[src/rtl/l1i_refill_controller_pkg.sv]
// Shared L1I refill definitions: line geometry, refill FSM states, latched miss entry.
package l1i_refill_controller_pkg;

  localparam int unsigned OFFSET_SIZE    = 5;
  localparam int unsigned INDEX_SIZE     = 8;
  localparam int unsigned ADDR_WIDTH     = 64;
  localparam int unsigned TAG_SIZE       = ADDR_WIDTH - (OFFSET_SIZE + INDEX_SIZE);
  localparam int unsigned MEM_WIDTH      = 64;
  localparam int unsigned BEATS_PER_LINE = ((2 ** OFFSET_SIZE) * 8) / MEM_WIDTH;
  localparam int unsigned BEAT_BITS      = $clog2(BEATS_PER_LINE);
  // Stored tag entry layout: bit 0 is the valid flag, the tag sits above it.
  localparam int unsigned VALID_BIT      = 0;

  typedef enum logic [1:0] {
    ST_IDLE,
    ST_REQ,
    ST_FILL,
    ST_TAGWR
  } refill_state_e;

  typedef struct packed {
    logic [TAG_SIZE-1:0]   tag;
    logic [INDEX_SIZE-1:0] index;
  } miss_entry_t;

  // Line-aligned memory address for a latched miss.
  function automatic logic [ADDR_WIDTH-1:0] line_addr(input miss_entry_t e);
    return {e.tag, e.index, OFFSET_SIZE'(0)};
  endfunction

endpackage

[src/rtl/l1i_refill_controller_tag_compare.sv]
// Combinational hit/miss classification of a tag query result.
//   lookup_valid : query result valid (already gated by the caller)
//   lookup_tag   : requested tag
//   queried_tag  : stored entry {tag, valid}
//   hit_c/miss_c : classification, both low when lookup_valid is low
module l1i_refill_controller_tag_compare
  import l1i_refill_controller_pkg::*;
(
  input  logic                lookup_valid,
  input  logic [TAG_SIZE-1:0] lookup_tag,
  input  logic [TAG_SIZE:0]   queried_tag,
  output logic                hit_c,
  output logic                miss_c
);

  logic tag_match_c;

  assign tag_match_c = queried_tag[VALID_BIT] &&
                       (queried_tag[TAG_SIZE:VALID_BIT+1] == lookup_tag);
  assign hit_c       = lookup_valid & tag_match_c;
  assign miss_c      = lookup_valid & ~tag_match_c;

endmodule

[src/rtl/l1i_refill_controller.sv]
// L1I miss handler: classifies tag query results, stalls fetch on a miss,
// bursts the line from memory into the data array, then writes the new tag.
//   clock_i/reset_i         : clock, async active-high reset
//   lookup*_i, queriedTag_i : tag query result (hit_o comb, miss_o registered pulse)
//   stall_o                 : fetch hold while a refill is in flight
//   memReq_o/memAddr_o/memAck_i, memDataValid_i/memData_i : line read interface
//   lineWr*_o               : data-array beat writes (same cycle as memDataValid_i)
//   newTag_o/newIndex_o/updateEnable_o/refillDone_o : tag write-back
module l1i_refill_controller
  import l1i_refill_controller_pkg::*;
(
  input  logic                   clock_i,
  input  logic                   reset_i,
  input  logic                   lookupValid_i,
  input  logic [TAG_SIZE-1:0]    lookupTag_i,
  input  logic [TAG_SIZE:0]      queriedTag_i,
  input  logic [INDEX_SIZE-1:0]  lookupIndex_i,
  input  logic [OFFSET_SIZE-1:0] lookupOffset_i,
  output logic                   hit_o,
  output logic                   miss_o,
  output logic                   stall_o,
  output logic                   memReq_o,
  output logic [ADDR_WIDTH-1:0]  memAddr_o,
  input  logic                   memAck_i,
  input  logic                   memDataValid_i,
  input  logic [MEM_WIDTH-1:0]   memData_i,
  output logic                   lineWrEnable_o,
  output logic [INDEX_SIZE-1:0]  lineWrIndex_o,
  output logic [BEAT_BITS-1:0]   lineWrBeat_o,
  output logic [MEM_WIDTH-1:0]   lineWrData_o,
  output logic [TAG_SIZE-1:0]    newTag_o,
  output logic [INDEX_SIZE-1:0]  newIndex_o,
  output logic                   updateEnable_o,
  output logic                   refillDone_o
);

  refill_state_e          state_q, state_d;
  logic [BEAT_BITS-1:0]   beat_q, beat_d;
  miss_entry_t            entry_q, entry_d;
  logic                   miss_q, miss_d;
  logic                   idle_c;
  logic                   lookup_hit_c;
  logic                   lookup_miss_c;
  logic                   line_wr_c;
  logic                   tag_wr_c;
  logic                   unused_offset;

  // The offset only matters to the data read path, not to refill.
  assign unused_offset = ^lookupOffset_i;

  assign idle_c = (state_q == ST_IDLE);

  // Lookups outside IDLE are dropped; fetch re-issues once the stall clears.
  l1i_refill_controller_tag_compare u_tag_compare (
    .lookup_valid (lookupValid_i & idle_c),
    .lookup_tag   (lookupTag_i),
    .queried_tag  (queriedTag_i),
    .hit_c        (lookup_hit_c),
    .miss_c       (lookup_miss_c)
  );

  // State, beat counter and latched miss entry.
  always_ff @(posedge clock_i or posedge reset_i) begin
    if (reset_i) begin
      state_q <= ST_IDLE;
      beat_q  <= '0;
      entry_q <= '0;
      miss_q  <= 1'b0;
    end else begin
      state_q <= state_d;
      beat_q  <= beat_d;
      entry_q <= entry_d;
      miss_q  <= miss_d;
    end
  end

  // Next-state logic; the beat counter wraps to 0 on the last beat.
  always_comb begin
    state_d   = state_q;
    beat_d    = beat_q;
    entry_d   = entry_q;
    miss_d    = 1'b0;
    line_wr_c = 1'b0;
    case (state_q)
      ST_IDLE: begin
        if (lookup_miss_c) begin
          entry_d = '{tag: lookupTag_i, index: lookupIndex_i};
          miss_d  = 1'b1;
          state_d = ST_REQ;
        end
      end
      ST_REQ: begin
        // A beat arriving with the ack is not consumed here.
        if (memAck_i) begin
          state_d = ST_FILL;
        end
      end
      ST_FILL: begin
        if (memDataValid_i) begin
          line_wr_c = 1'b1;
          beat_d    = beat_q + BEAT_BITS'(1);
          if (beat_q == BEAT_BITS'(BEATS_PER_LINE - 1)) begin
            state_d = ST_TAGWR;
          end
        end
      end
      ST_TAGWR: begin
        state_d = ST_IDLE;
      end
      default: begin
        state_d = ST_IDLE;
      end
    endcase
  end

  assign tag_wr_c = (state_q == ST_TAGWR);

  assign hit_o          = lookup_hit_c;
  assign miss_o         = miss_q;
  assign stall_o        = ~idle_c;
  assign memReq_o       = (state_q == ST_REQ);
  assign memAddr_o      = memReq_o ? line_addr(entry_q) : '0;

  assign lineWrEnable_o = line_wr_c;
  assign lineWrIndex_o  = line_wr_c ? entry_q.index : '0;
  assign lineWrBeat_o   = line_wr_c ? beat_q : '0;
  assign lineWrData_o   = line_wr_c ? memData_i : '0;

  // Tag memory ORs these into its write port, so they must be 0 when idle.
  assign newTag_o       = tag_wr_c ? entry_q.tag : '0;
  assign newIndex_o     = tag_wr_c ? entry_q.index : '0;
  assign updateEnable_o = tag_wr_c;
  assign refillDone_o   = tag_wr_c;

endmodule

[config.mk]
export PLATFORM = sky130hd
export DESIGN_NAME = l1i_refill_controller
export DESIGN_NICKNAME = d
export VERILOG_FILES = /design/src/rtl/l1i_refill_controller_pkg.sv /design/src/rtl/l1i_refill_controller_tag_compare.sv /design/src/rtl/l1i_refill_controller.sv
export SDC_FILE = /design/constraint.sdc
export NUM_CORES = 1
export LEC_CHECK = 0
export BUFFER_PORTS_ARGS = -buffer_cell sky130_fd_sc_hd__buf_2
export CORE_AREA = 4 4 150 152
export DETAILED_ROUTE_END_ITERATION = 8
export DIE_AREA = 0 0 154 156
export SKIP_CTS_REPAIR_TIMING = 1
export SLEW_MARGIN = 10
export SYNTH_ARGS = -nofsm -noshare
export SYNTH_HDL_FRONTEND = slang
export SYNTH_SLANG_ARGS = --single-unit
export TNS_END_PERCENT = 1
[constraint.sdc]
create_clock -name clock_i -period 6.59 [get_ports clock_i]
set_input_delay 1.977 -clock clock_i [delete_from_list [all_inputs] [get_ports clock_i]]
set_output_delay 1.977 -clock clock_i [all_outputs]
set_load 0.01 [all_outputs]
==> metrics.cfg <==
[run_status]
run_status = finished, final reports clean

[flow_run]
drv_cap = 0

[setup_path]
worst-path-max-fanout = 5
critPathTopFamily = simple AND/OR/NAND/NOR gates
critPathLaunchType = primary input
crit_cells = 8
r2r_slack_ns = 4.03
max_stage_delay_ns = 0.50
rr_startpoint = state_q[0]
r2r-end = entry_q[7]
cp_slowest_cell = nor4_1
end_kind = primary output
worstPathRequired_ns = 4.61
timing.critical_path.buf_inv = 2
setup.worst_path.class = primary input to primary output
r2r_cells = 6
timing.critical_path.mode_cell = buf_2
path_cells = buf_2, xor2_1, nor4_1, nand4_1, nor4_4, nand3_1, nor2_1, buf_2
arrival_ns = 3.87

[sta]
drv_slew = 0
rsz0062_at_grt = false
final.setup.tns_ns = 0
hold_viol_final = 0
tightest_slew_ns = 1.09
fmax_mhz = 171
setup_viol = 0
fin_worst_skew_ns = 0.00695
slew_headroom = 0.271
fin_crit_sh = 0.887
fin_crit_ns = 5.84
layout_setup_ws_ns = 0.746

[placed_design]
place_ws_ns = 0.653
io_buffers = 378
place_area_um2 = 6670
dpl.hpwl_mm = 14.3
place_inst = 1081
place_congestion = 0.822

[clock_network]
clock_path_buffers = 2
cts.sinks = 64
clock_latency_ns = 0.34
htree_levels = 3
cts-root-buf = clkbuf_16
clk_pin_slew_ns = 0.06
tritoncts = done
cts_made_buffers = 9

[pwr]
power.density_nw_per_um2 = 387
p_switching_mw = 1.09
p_leak_nw = 4.08
intPower_mw = 1.59
p_comb_frac = 0.551
p_seq_frac = 0.282
clockPowerShare = 0.167
sw_frac_of_total = 0.408
vdd_drop_max_mv = 0.170

[synthesis]
synth_warnings = 0
synth_edf_count = 0
synth.avg_cell_area_um2 = 9.95
synth.distinct_cells = 33
ys_ff_latch = 64
synth_cells = 463
async_flop_share = 1.00
synth_ff_type = dfrtp_1
ys_seq_area_frac = 0.348
syn_area_um2 = 4610

[drt]
drt_iter0_markers = 168
post_drt_wl_per_cell_um = 16.6
viasPerCell = 4.19
first_pass_iters = 4
detail-route-antenna-nets = 0
drc = 0
wirelength_mm = 18.3
routed-via-count = 4599

[floorplanning]
fp.coreArea_um2 = 21000
num_io_pins = 389
die-area_um2 = 24000
die_x_um = 154
initial_core_util = 0.219
rows = 53
die_y_um = 156

[cells_and_area]
design_area_um2 = 6950
num_antenna_cells = 0
layout.nets = 1008
final_layout_size_suffix_gt1_frac = 0.564
syn_to_final_growth_pct = 50.8
final_cell_mix = buf_2 (378), and2_1 (120), and3_1 (75), dfrtp_1 (64), mux2_2 (36)
final_util = 0.330
final_common_cell = buf_2
final_cell_count_no_fill = 1097

[worst_hold_path]
hold-path-cell-count = 1
hold_class = flip-flop to flip-flop
hold_start = entry_q[28]
holdPathEnd = entry_q[28]

[grt]
use_met3 = 0.0386
grt_util_met1 = 0.173
antenna_found_initial = 1
grt_pass1_vias = 4506
grt_use_met2 = 0.251
grt_pass1_wl_mm = 26.6
grt_start_max_net_pins = 78
track_usage = 0.142
top_usage_layer = met2
grt-ovfl-total = 0

## flip-flops by register name (all words and copies together), names as in the netlist
register and cells:
miss_o 1, entry_q 59, beat_q 2, state_q 2
## power by group through the flow
stage	Clock [mW]	Combinational [mW]	Sequential, mW
finish	0.448	1.48	0.758
global route	0.487	1.62	0.794
CTS	0.472	1.51	0.764
detailed placement	0	1.50	0.764
global placement	0	1.49	0.761
floorplan	0	0.973	0.692
## area by class of cell
type                    instances  area, um2
inverters                      12       46.3
clock inverters                 6       45.0
fillers                      2252      14100
repair buffers                380       1920
multi-input cells             350       2760
clock buffers                  10        229
flip-flops and latches         64       1600
well taps                     275        344
## layer usage
| metal | up-vias | wire length, um |
|---|---|---|
| li1 | 2254 | - |
| met1 | 2104 | 7400 |
| met2 | 224 | 9180 |
| met3 | 15 | 1480 |
| met4 | 2 | 191 |
| met5 | - | 7 |
## metrics by stage
step | hold WS [ns] | power (mW)
after floorplan | 0.461 | 1.66
after global placement | 0.502 | 2.25
after detailed placement | 0.504 | 2.27
after CTS | 0.523 | 2.74
after global routing | 0.542 | 2.90
final | 0.517 | 2.68
## cells in the mapped netlist (7+ instances only)
master / instances / area, um2
nor4_1: 7 / 43.8
xor2_1: 27 / 236
clkbuf_1: 29 / 109
and2_1: 120 / 751
dfrtp_1: 64 / 1600
inv_1: 12 / 45.0
mux2_4: 24 / 360
and3_1: 75 / 469
xnor2_1: 18 / 158
mux2_2: 36 / 405
## how the worst max path moves through the flow
stage / from / to / slack [ns]
5_1_grt: lookupTag_i[41] / hit_o / 0.53
3_5_place_dp: lookupTag_i[41] / hit_o / 0.65
2_1_floorplan: queriedTag_i[19] / hit_o / 1.39
6_report: lookupTag_i[41] / hit_o / 0.75
3_3_place_gp: lookupTag_i[41] / hit_o / 0.68
4_1_cts: lookupTag_i[41] / hit_o / 0.66
## worst register-to-register path, delay by kind of cell (launching register included)
kind / cells / cell delay, ns
AOI/OAI and AO/OA: 1 / 0.78
buffers and inverters: 2 / 0.49
DFF: 1 / 0.44
muxes: 1 / 0.40
adders and majority gates: 1 / 0.22
and+or+nand+nor: 1 / 0.12
## kinds of logic after synthesis
| logic type | count (synthesis) | synth area share |
|---|---|---|
| DFF | 64 | 0.348 |
| muxes | 60 | 0.166 |
| AOI/OAI and AO/OA | 14 | 0.0274 |
| and+or+nand+nor | 220 | 0.298 |
| xor gates and xnor gates | 45 | 0.0856 |
| other | 1 | 0.000814 |
| buffers and inverters | 53 | 0.0578 |
| adders and majority gates | 6 | 0.0163 |
No activity file was read; power rests on OpenSTA's default activity.
